### src/rtl/clock_time_counter.sv
// Time-of-day counter for the digital clock.
// Keeps BCD hours/minutes/seconds, advances on the one-second tick and offers a
// small set mode (hours, then minutes) driven by debounced button pulses.
module clock_time_counter #(
    parameter int unsigned MAX_HOUR = 23  // last hour before wrap to 00, legal 1..23
) (
    input  logic       clk,
    input  logic       clr,
    input  logic       tick,
    input  logic       mode_btn,
    input  logic       inc_btn,
    output logic [7:0] sec_bcd,
    output logic [7:0] min_bcd,
    output logic [7:0] hour_bcd,
    output logic [1:0] mode,
    output logic       day_pulse
);

    // Mode encoding is visible on the mode output, so it is fixed here.
    localparam logic [1:0] MODE_RUN      = 2'b00;
    localparam logic [1:0] MODE_SET_HOUR = 2'b01;
    localparam logic [1:0] MODE_SET_MIN  = 2'b10;

    // Last legal value of each field, in BCD.
    localparam logic [7:0] SEC_LAST  = 8'h59;
    localparam logic [7:0] MIN_LAST  = 8'h59;
    localparam logic [7:0] HOUR_LAST = {4'(MAX_HOUR / 10), 4'(MAX_HOUR % 10)};

    // Two-digit BCD increment that wraps to 00 after the given last value.
    function automatic logic [7:0] bcd_next(input logic [7:0] value, input logic [7:0] last);
        logic [7:0] result;
        if (value == last) begin
            result = 8'h00;
        end else if (value[3:0] >= 4'd9) begin
            result = {value[7:4] + 4'd1, 4'd0};
        end else begin
            result = {value[7:4], value[3:0] + 4'd1};
        end
        return result;
    endfunction

    logic [7:0] sec_q, sec_d;
    logic [7:0] min_q, min_d;
    logic [7:0] hour_q, hour_d;
    logic [1:0] mode_q, mode_d;
    logic       day_q, day_d;

    // Incremented values and wrap flags for each field.
    logic [7:0] sec_inc, min_inc, hour_inc;
    logic       sec_wrap, min_wrap, hour_wrap;

    // Per-field increment candidates, shared by run and set modes.
    always_comb begin
        sec_inc   = bcd_next(sec_q, SEC_LAST);
        min_inc   = bcd_next(min_q, MIN_LAST);
        hour_inc  = bcd_next(hour_q, HOUR_LAST);
        sec_wrap  = (sec_q == SEC_LAST);
        min_wrap  = (min_q == MIN_LAST);
        hour_wrap = (hour_q == HOUR_LAST);
    end

    // Next-state for mode FSM and time fields.
    always_comb begin
        sec_d  = sec_q;
        min_d  = min_q;
        hour_d = hour_q;
        mode_d = mode_q;
        day_d  = 1'b0;

        case (mode_q)
            MODE_RUN: begin
                // A tick coinciding with mode_btn still lands before entering set mode.
                if (tick) begin
                    sec_d = sec_inc;
                    if (sec_wrap) begin
                        min_d = min_inc;
                        if (min_wrap) begin
                            hour_d = hour_inc;
                            day_d  = hour_wrap;
                        end
                    end
                end
                if (mode_btn) begin
                    mode_d = MODE_SET_HOUR;
                end
            end

            MODE_SET_HOUR: begin
                // Time is frozen; mode_btn takes priority over inc_btn.
                if (mode_btn) begin
                    mode_d = MODE_SET_MIN;
                end else if (inc_btn) begin
                    hour_d = hour_inc;
                end
            end

            MODE_SET_MIN: begin
                if (mode_btn) begin
                    mode_d = MODE_RUN;
                    sec_d  = 8'h00;  // restart the minute cleanly when leaving set mode
                end else if (inc_btn) begin
                    min_d = min_inc;  // no carry into hours while setting
                end
            end

            default: begin
                // Unused encoding 11: fall back to run without touching time.
                mode_d = MODE_RUN;
            end
        endcase
    end

    // State registers with asynchronous clear.
    always_ff @(posedge clk or posedge clr) begin
        if (clr) begin
            sec_q  <= 8'h00;
            min_q  <= 8'h00;
            hour_q <= 8'h00;
            mode_q <= MODE_RUN;
            day_q  <= 1'b0;
        end else begin
            sec_q  <= sec_d;
            min_q  <= min_d;
            hour_q <= hour_d;
            mode_q <= mode_d;
            day_q  <= day_d;
        end
    end

    assign sec_bcd   = sec_q;
    assign min_bcd   = min_q;
    assign hour_bcd  = hour_q;
    assign mode      = mode_q;
    assign day_pulse = day_q;

endmodule

### config.mk
export PLATFORM = sky130hd
export DESIGN_NAME = clock_time_counter
export DESIGN_NICKNAME = d
export VERILOG_FILES = /design/src/rtl/clock_time_counter.sv
export SDC_FILE = /design/constraint.sdc
export NUM_CORES = 1
export LEC_CHECK = 0
export BUFFER_PORTS_ARGS = -buffer_cell sky130_fd_sc_hd__buf_2
export CORE_MARGIN = 2
export CORE_UTILIZATION = 25
export DETAILED_ROUTE_END_ITERATION = 8
export GPL_ROUTABILITY_DRIVEN = 0
export PLACE_DENSITY_LB_ADDON = 0.1
export SKIP_CTS_REPAIR_TIMING = 1
export SLEW_MARGIN = 20
export SYNTH_ARGS = -nofsm -noshare
export SYNTH_HDL_FRONTEND = slang
export SYNTH_SLANG_ARGS = --single-unit
### constraint.sdc
create_clock -name clk -period 2.9 [get_ports clk]
set_input_delay 0.145 -clock clk [delete_from_list [all_inputs] [get_ports clk]]
set_output_delay 0.145 -clock clk [all_outputs]
set_load 0.02 [all_outputs]
==> run metrics, run 1 <==
status=complete, no violations; library cells used by synthesis=49; hold slack final=between 150 and 200 ps; EDFF count, synth=0; largest net degree at the start of global routing=28; drt wl/cell=approximately 15 um; CP endpoint kind=flop; power share of the sequential group=around 38%; Synth-to-Final Area Change=18.5%; Sw Pwr=around 960 uW; Detailed Route WL=4050 um; final hold vios=0; Synth Cell Area=approximately 1700 um^2; die area=~7300 um^2; area share of the leading cell type in the synthesized netlist=40.5%; NumNets Final=roughly 220; Mean Syn Cell Area=around 10 um^2; Die Span Y=around 86 um; ys async rst share=100%; CP max stage delay=around 610 ps; post-DP HPWL=~3000 um; RSZ-0062 raised after global routing=false; vias in the first global route=~1400; DR vias=between 1000 and 1500; Antenna diodes=0; static leakage=between 0.0009 and 0.001 uW; R2R Setup Slk=420 ps; HP Start=mode_btn; register area=676 um^2; Final Core Density=a little under a third; clock buffer depth=2; Net Sw Frac=approximately half; crit share post-route=a little under nine tenths; pwr dens=988 nW/um^2; Synth Warn #=0; final std cells w/o fill=~280; Worst-Skew Late Latency=270 ps; Reg-to-Reg End=hour_bcd[7]$_DFFE_PP0P_; worst-margin pin slew=1080 ps; remaining global-route overflow=0; Mapped Cells=167; first-pass GRT wire length=approximately 7000 um; critical path class=flop to flop; delay-heaviest family, CP=simple AND/OR/NAND/NOR gates; combinational fraction of design power=50.9%; Reg2Reg Depth=6; drt pass-1 iters=4; fmax=slightly above 0.4 GHz; CTS root buffer=clkbuf_8; worst hold path class=input pin to flop; Setup TNS=0 ps; CTS tree=done; P_int=997 uW; worst slack at placement=~470 ps; Worst-path clk slew=around 100 ps; Placed Cells=roughly 270; 1st-iter DRT viols=a little over 70; max-cap violations=0; Synth top cells by count=27 x dfrtp_1, 18 x inv_1, 15 x ha_1; max_slew headroom=26.8%; Site Rows=29; worst path bufs/invs=1; Crit Reg-Reg Startpoint=sec_bcd[1]$_DFFE_PP0P_; CP startpoint kind=flop; initial antenna violation count=0; largest cells by area after synthesis=dfrtp_1 41%, ha_1 11%, inv_1 4.1%, mux2i_1 2.4%, nor2_1 2.3%; GR Util All Layers=about an eighth; Final setup viols=0; Die X=between 80 and 90 um; Mapped Nets=about 190; layout cells sized above 1=between 20% and 30%; VDD IR max=around 0.3 mV; WP data required=3070 ps; Starting Density=around a quarter; # port buffers=31; Layout fillers=660; critical path cell sequence=inv_1 -> ha_1 -> and4b_1 -> a41oi_1 -> or3b_4 -> a211o_1; min cycle time layout=approximately 2500 ps; CTS Buf Count=3; Hold Path Sink=mode[1]$_DFFE_PP0P_; Max Clock Skew=5.87 ps; area leader, netlist=dfrtp_1; vias per cell=5.00; register area share after synthesis=slightly above 40%; cell with the largest stage delay on the worst path=or3b_4; clock share of power=~11%; Main synth FF type=dfrtp_1; TritonCTS Sinks=27; H-tree Lvls=1; most common cell in the synthesized netlist=dfrtp_1; multi-input logic area=slightly above 900 um^2; DRC=0; Top-Level Pins=32; worst hold stages=2; fin worst setup slack=about 420 ps; Slew Limit Fails=0; standard cell core area=around 6400 um^2; CP arrival=around 2700 ps; Critical Path Fanout Max=13; number of register bits inferred by synthesis=27; Final ANT Viol Nets=0
-- cell families (layout without fill, tap and decap cells) --
| family | count (synthesis) | in the layout | share of synthesized area, % |
|---|---|---|---|
| AND/OR/NAND/NOR | 56 | 56 | 20.3 |
| XOR/XNOR | 1 | 1 | 0.526 |
| AO/OA/AOI/OAI | 40 | 40 | 18.2 |
| flip-flops | 27 | 27 | 40.5 |
| buffers and inverters | 21 | 56 | 4.80 |
| adder cells (fa/ha/maj) | 15 | 15 | 11.3 |
| multiplexers | 7 | 7 | 4.43 |
-- final cells by class --
type                       instances  area share (%)
clock buffer                       4            2.28
inverter                          18            3.42
multi-input combinational        119            46.1
sequential                        27            34.2
tap                               77            4.88
timing repair buffer              34            9.12
-- registers in the layout, summed over array words and instances (netlist names) --
signal     flops
day_pulse      1
sec_bcd        8
hour_bcd       8
mode           2
min_bcd        8
-- routing by layer --
layer  track usage (%)  up-vias  wire (um)
met5                 0        -          0
met4              3.75        0         24
met3              1.92        2        164
met2              19.0       28       1910
met1              16.0      678       1950
li1                  -      687          -
-- worst reg2reg max path, stage by stage (launching register included) --
cell and delay [ps]:
dfrtp_1 420, inv_1 110, ha_1 200, and4b_1 240, a41oi_1 480, or3b_4 610, a211o_1 300
-- how the worst max path moves through the flow --
stage	endpoint	cells past startpoint	from	slack (ps)
final	hour_bcd[7]$_DFFE_PP0P_	6	sec_bcd[1]$_DFFE_PP0P_	420
after global routing	hour_bcd[7]$_DFFE_PP0P_	6	min_bcd[1]$_DFFE_PP0P_	260
after CTS	hour_bcd[7]$_DFFE_PP0P_	6	min_bcd[1]$_DFFE_PP0P_	440
after detailed placement	hour_bcd[7]$_DFFE_PP0P_	6	min_bcd[1]$_DFFE_PP0P_	470
after global placement	hour_bcd[7]$_DFFE_PP0P_	6	sec_bcd[1]$_DFFE_PP0P_	580
after floorplan	hour_bcd[7]$_DFFE_PP0P_	6	hour_bcd[4]$_DFFE_PP0P_	770
-- power by group through the flow --
| stage | Clock (uW) | Sequential, uW | Combinational [uW] |
|---|---|---|---|
| 6_report | 223 | 735 | 995 |
| 4_1_cts | 237 | 734 | 1010 |
| 5_1_grt | 257 | 764 | 1130 |
| 3_3_place_gp | 0 | 734 | 1000 |
| 2_1_floorplan | 0 | 860 | 543 |
| 3_5_place_dp | 0 | 743 | 1000 |
-- placed cells by master (no fill, tap or decap), types with 2 or more instances in the layout --
cell type   n
a211o_1     3
a21o_1      4
a21oi_1     4
a311oi_1    2
and4b_1     3
buf_2      31
buf_4       2
clkbuf_8    3
dfrtp_1    27
ha_1       15
inv_1      17
mux2_1      3
mux2i_1     4
nand2_1     7
nand2b_1    3
nand3_1     7
nand3b_1    2
nor2_1     10
nor2b_1     2
nor3_1      5
nor3b_1     2
nor4_1      3
o21a_1      2
o21ai_0     5
o21ai_1     4
o22ai_1     4
o41ai_1     2
or3b_1      2
-- through the flow --
| step | instance area [um^2] | power, uW |
|---|---|---|
| floorplan | 1670 | 1400 |
| global placement | 1920 | 1740 |
| detailed placement | 1920 | 1740 |
| CTS | 1970 | 1980 |
| global route | 1980 | 2150 |
| finish | 1980 | 1950 |
Power figures use the tool's default switching activity.
==> inputs of run 2 (changes only) <==
- PLACE_DENSITY: default -> 0.53
- PLACE_DENSITY_LB_ADDON: 0.1 -> default
- TNS_END_PERCENT: default -> 50
==> run 2 against run 1 <==
  * Register-to-register slack better by 340 ps
  * Worst hold slack worse by 7.7 ps
  * Final cell count grew 0.36%
  * Count of clock-buffer cells in the layout unchanged
  * Fmax up 16%
  * Via count is 0.50% higher
  * Clock skew is 0.52 ps higher
  * Flip-flop and latch count unchanged
==> run metrics, run 2 (synthesis results as in run 1) <==
status=complete, no violations; largest net degree at the start of global routing=28 (unchanged); layout cells sized above 1=20.7% (-0.10 points); CP startpoint kind=flop; CTS tree=done; final std cells w/o fill=280 (+0.36%); CTS Buf Count=3 (unchanged); final hold vios=0 (unchanged); drt pass-1 iters=4 (unchanged); critical path cell sequence=inv_1 -> ha_1 -> and4b_1 -> a41oi_1 -> or3b_4 -> a211o_1; hold slack final=160 ps (-7.67 ps); HP Start=mode_btn; Starting Density=26.1% (unchanged); vias per cell=5.01 (+0.14%); post-DP HPWL=2890 um (-3.6%); Top-Level Pins=32 (unchanged); worst hold path class=input pin to flop; Critical Path Fanout Max=6 (-7); critical path class=flop to flop; standard cell core area=6390 um^2 (unchanged); met3 Use GR=2.89% (+0.96 points); CP arrival=2310 ps (-340 ps); NumNets Final=224 (+0.45%); commonest non-fill, non-tap cells in the layout=31 x buf_2, 27 x dfrtp_1, 18 x inv_1; remaining global-route overflow=0 (unchanged); busiest grt layer=met2; drt wl/cell=13.5 um (-6.8%); Worst path depth=6 (unchanged); min cycle time layout=2140 ps (-340 ps); fin worst setup slack=760 ps (+340 ps); Max Clock Skew=6.39 ps (+0.521 ps); max_slew headroom=62.7% (+36 points); VDD IR max=0.300 mV (about the same); H-tree Lvls=1 (unchanged); worst path bufs/invs=1 (unchanged); clock buffer depth=2 (unchanged); static leakage=0.000978 uW (+0.56%); Placed Cells=275 (+0.36%); Site Rows=29 (unchanged); Critical Path End=hour_bcd[6]$_DFFE_PP0P_; Reg-to-Reg End=hour_bcd[6]$_DFFE_PP0P_; DRC=0 (unchanged); fmax=0.467 GHz (+16%); RSZ-0062 raised after global routing=false; Synth-to-Final Area Change=19.0%; Die X=85.6 um (unchanged); worst slack at placement=773 ps (+301 ps); max-cap violations=0 (unchanged); TritonCTS Sinks=27 (unchanged); first-pass GRT wire length=6630 um (-4.8%); CTS root buffer=clkbuf_8; Reg2Reg Depth=6 (unchanged); GR Util All Layers=11.0% (-0.67 points); CP endpoint kind=flop; worst-margin pin slew=552 ps (-531 ps); Final ANT Viol Nets=0 (unchanged); delay-heaviest family, CP=simple AND/OR/NAND/NOR gates; R2R Setup Slk=760 ps (+340 ps); cell with the largest stage delay on the worst path=or3b_4; initial antenna violation count=0 (unchanged); Die Span Y=85.6 um (unchanged); Setup TNS=0 ps (unchanged); die area=7340 um^2 (unchanged); Crit Reg-Reg Startpoint=sec_bcd[1]$_DFFE_PP0P_; GR Util met2=17.0% (-1.9 points); commonest non-fill, non-tap cell in the layout=buf_2; Detailed Route WL=3780 um (-6.5%); WP data required=3070 ps (about the same); pwr dens=973 nW/um^2 (-1.6%); Antenna diodes=0 (unchanged); DR vias=1402 (+0.50%); Final setup viols=0 (unchanged); CP max stage delay=520 ps (-90 ps); worst hold stages=2 (unchanged); Worst setup startpoint=sec_bcd[1]$_DFFE_PP0P_; # port buffers=31 (unchanged); Slew Limit Fails=0 (unchanged); met1 Usage GRT=15.5% (-0.51 points); Worst-path clk slew=100 ps (about the same); vias in the first global route=1380 (-2.5%); Worst-Skew Late Latency=270 ps (about the same); crit share post-route=73.8% (-12 points); 1st-iter DRT viols=48 (-33%)
## run 2: cell types whose count changed in the layout (fill, tap and decap cells not counted), sizes merged
cell | previous run | this run
buf | 33 | 34
## run 2: through the flow
step	power [uW]	utilization (%)	cell area, um^2
4_1_cts	1960	30.9	1970
2_1_floorplan	1400	-	1670
3_3_place_gp	1720	30.2	1930
5_1_grt	2130	31.1	1980
6_report	1930	31.1	1980
3_5_place_dp	1730	30.2	1930
## run 2: worst min-delay path by stage
| stage | end |
|---|---|
| after global routing | mode[1]$_DFFE_PP0P_ |
| after CTS | min_bcd[4]$_DFFE_PP0P_ |
| after detailed placement | min_bcd[4]$_DFFE_PP0P_ |
| after global placement | min_bcd[4]$_DFFE_PP0P_ |
| final | mode[1]$_DFFE_PP0P_ |
| after floorplan | day_pulse$_DFF_PP0_ |
## run 2: final cells by class
cell class              count  area [um^2]
inverters                  18         67.6
multi-input cells         119          911
flip-flops and latches     27          676
well taps                  77         96.3
fillers                   683         4400
clock buffers               4         45.0
repair buffers             35          188
## run 2: routing by layer
metal | wire length, um | vias up
met3 | 202 | 2
li1 | - | 689
met1 | 1910 | 686
met2 | 1650 | 25
met4 | 25 | 0
met5 | 0 | -
## run 2: power breakdown
group / switching (uW) / internal (uW)
registers: 219 / 517
clock network: 121 / 98.5
logic: 593 / 382
total: 933 / 997
==> inputs of run 3 (changes only) <==
- clock period: 2.9 -> 2.1 ns (I/O delays scaled with it)
==> run 3 against run 2 <==
  * Critical path depth stayed put
  * Flip-flop and latch count unchanged
  * Worst setup slack worse by 670 ps
  * Non-clock buffer count up 17
  * Final cell count up 6.1%
  * Highest routed layer unchanged
==> run metrics, run 3 (synthesis results as in run 1) <==
CP startpoint kind=flop; fmax=0.497 GHz (+6.3%); Synth-to-Final Area Change=28.0%; Top-Level Pins=32 (unchanged); clock buffer depth=2 (unchanged); worst hold path class=input pin to flop; CTS Buf Count=3 (unchanged); critical path class=flop to flop; initial antenna violation count=0 (unchanged); Critical Path Fanout Max=5 (-1); drt pass-1 iters=4 (unchanged); CP arrival=2180 ps (-130 ps); final hold vios=0 (unchanged); DR vias=1466 (+4.6%); NumNets Final=241 (+7.6%); commonest non-fill, non-tap cells in the layout=31 x buf_2, 25 x dfrtp_1, 20 x buf_4; Worst-path clk slew=90 ps (about the same); drt wl/cell=13.6 um (+0.50%); static leakage=0.00108 uW (+10%); post-DP HPWL=3080 um (+6.6%); Layout fillers=675 (-1.2%); standard cell core area=6390 um^2 (unchanged); vias in the first global route=1336 (-3.2%); CTS root buffer=clkbuf_8; Die Span Y=85.6 um (unchanged); final std cells w/o fill=297 (+6.1%); Site Rows=29 (unchanged); Starting Density=26.1% (unchanged); die area=7340 um^2 (unchanged); CTS tree=done; Setup TNS=0 ps (unchanged); VDD IR max=0.488 mV (+63%); Detailed Route WL=4030 um (+6.6%); first-pass GRT wire length=6380 um (-3.8%); Max Clock Skew=3.96 ps (-2.43 ps); H-tree Lvls=1 (unchanged); Final ANT Viol Nets=0 (unchanged); Placed Cells=291 (+5.8%); status=complete, no violations; commonest non-fill, non-tap cell in the layout=buf_2; register area=678 um^2 (+0.37%); max-cap violations=0 (unchanged); DRC=0 (unchanged); Die X=85.6 um (unchanged); pwr dens=1350 nW/um^2 (+39%); worst-margin pin slew=478 ps (-74.2 ps); RSZ-0062 raised after global routing=false; max_slew headroom=68.0% (+5.3 points); Slew Limit Fails=0 (unchanged); CP endpoint kind=flop; layout cells sized above 1=28.6% (+7.9 points); worst slack at placement=98.3 ps (-675 ps); # port buffers=31 (unchanged); largest net degree at the start of global routing=28 (unchanged); Worst-Skew Late Latency=270 ps (about the same); TritonCTS Sinks=27 (unchanged); Antenna diodes=0 (unchanged); WP data required=2270 ps (-800 ps); 1st-iter DRT viols=67 (+40%); Power, Total=2880 uW (+49%); GR Util All Layers=10.9% (-0.16 points); crit share post-route=95.9% (+22 points); multi-input logic area=931 um^2 (+2.2%); hold slack final=115 ps (-44.8 ps); fin worst setup slack=86.7 ps (-673 ps); min cycle time layout=2010 ps (-127 ps); vias per cell=4.94 (-1.4%); remaining global-route overflow=0 (unchanged); Final setup viols=0 (unchanged)
==> run 3: final cells by class <==
cell class,instances,area share (%)
clock buffer,4,2.11
multi-input combinational,119,43.6
sequential,27,31.8
timing repair buffer,52,14.8
inverter,18,3.17
tap,77,4.52
==> run 3: worst max-delay path, cell delays in order (launching register included) <==
cell	delay, ps
dfrtp_2	410
inv_1	50
ha_1	130
or4b_4	460
o2bb2ai_2	140
or3b_4	420
a211o_1	300
==> run 3: final timing paths <==
check	start	to	slack (ps)	cells past startpoint
worst min-delay path	mode_btn	mode[1]$_DFFE_PP0P_	110	2
worst max register to register	hour_bcd[4]$_DFFE_PP0P_	hour_bcd[6]$_DFFE_PP0P_	90	6
worst min register to register	min_bcd[6]$_DFFE_PP0P_	min_bcd[6]$_DFFE_PP0P_	540	1
min in group asynchronous	clr	min_bcd[6]$_DFFE_PP0P_	430	4
max in group asynchronous	clr	hour_bcd[4]$_DFFE_PP0P_	1400	4
worst max-delay path	hour_bcd[4]$_DFFE_PP0P_	hour_bcd[6]$_DFFE_PP0P_	90	6
==> run 3: where the power goes <==
part           switching, uW  internal, uW  total, uW
Combinational            958           682       1640
Sequential               226           717        944
Clock                    163           136        299
==> run 3: metal layers <==
metal,global-route usage (%),share of wire [%],up-vias
met2,16.6,46,30
met4,2.74,0.84,0
met5,0,0,-
met3,2.79,4.5,4
met1,15.4,48,707
li1,-,-,725
==> run 3: through the flow <==
step | util [%] | cell area, um^2
3_5_place_dp | 32.1 | 2050
2_1_floorplan | - | 1670
3_3_place_gp | 32.1 | 2050
6_report | 33.4 | 2130
4_1_cts | 32.8 | 2100
5_1_grt | 33.4 | 2130
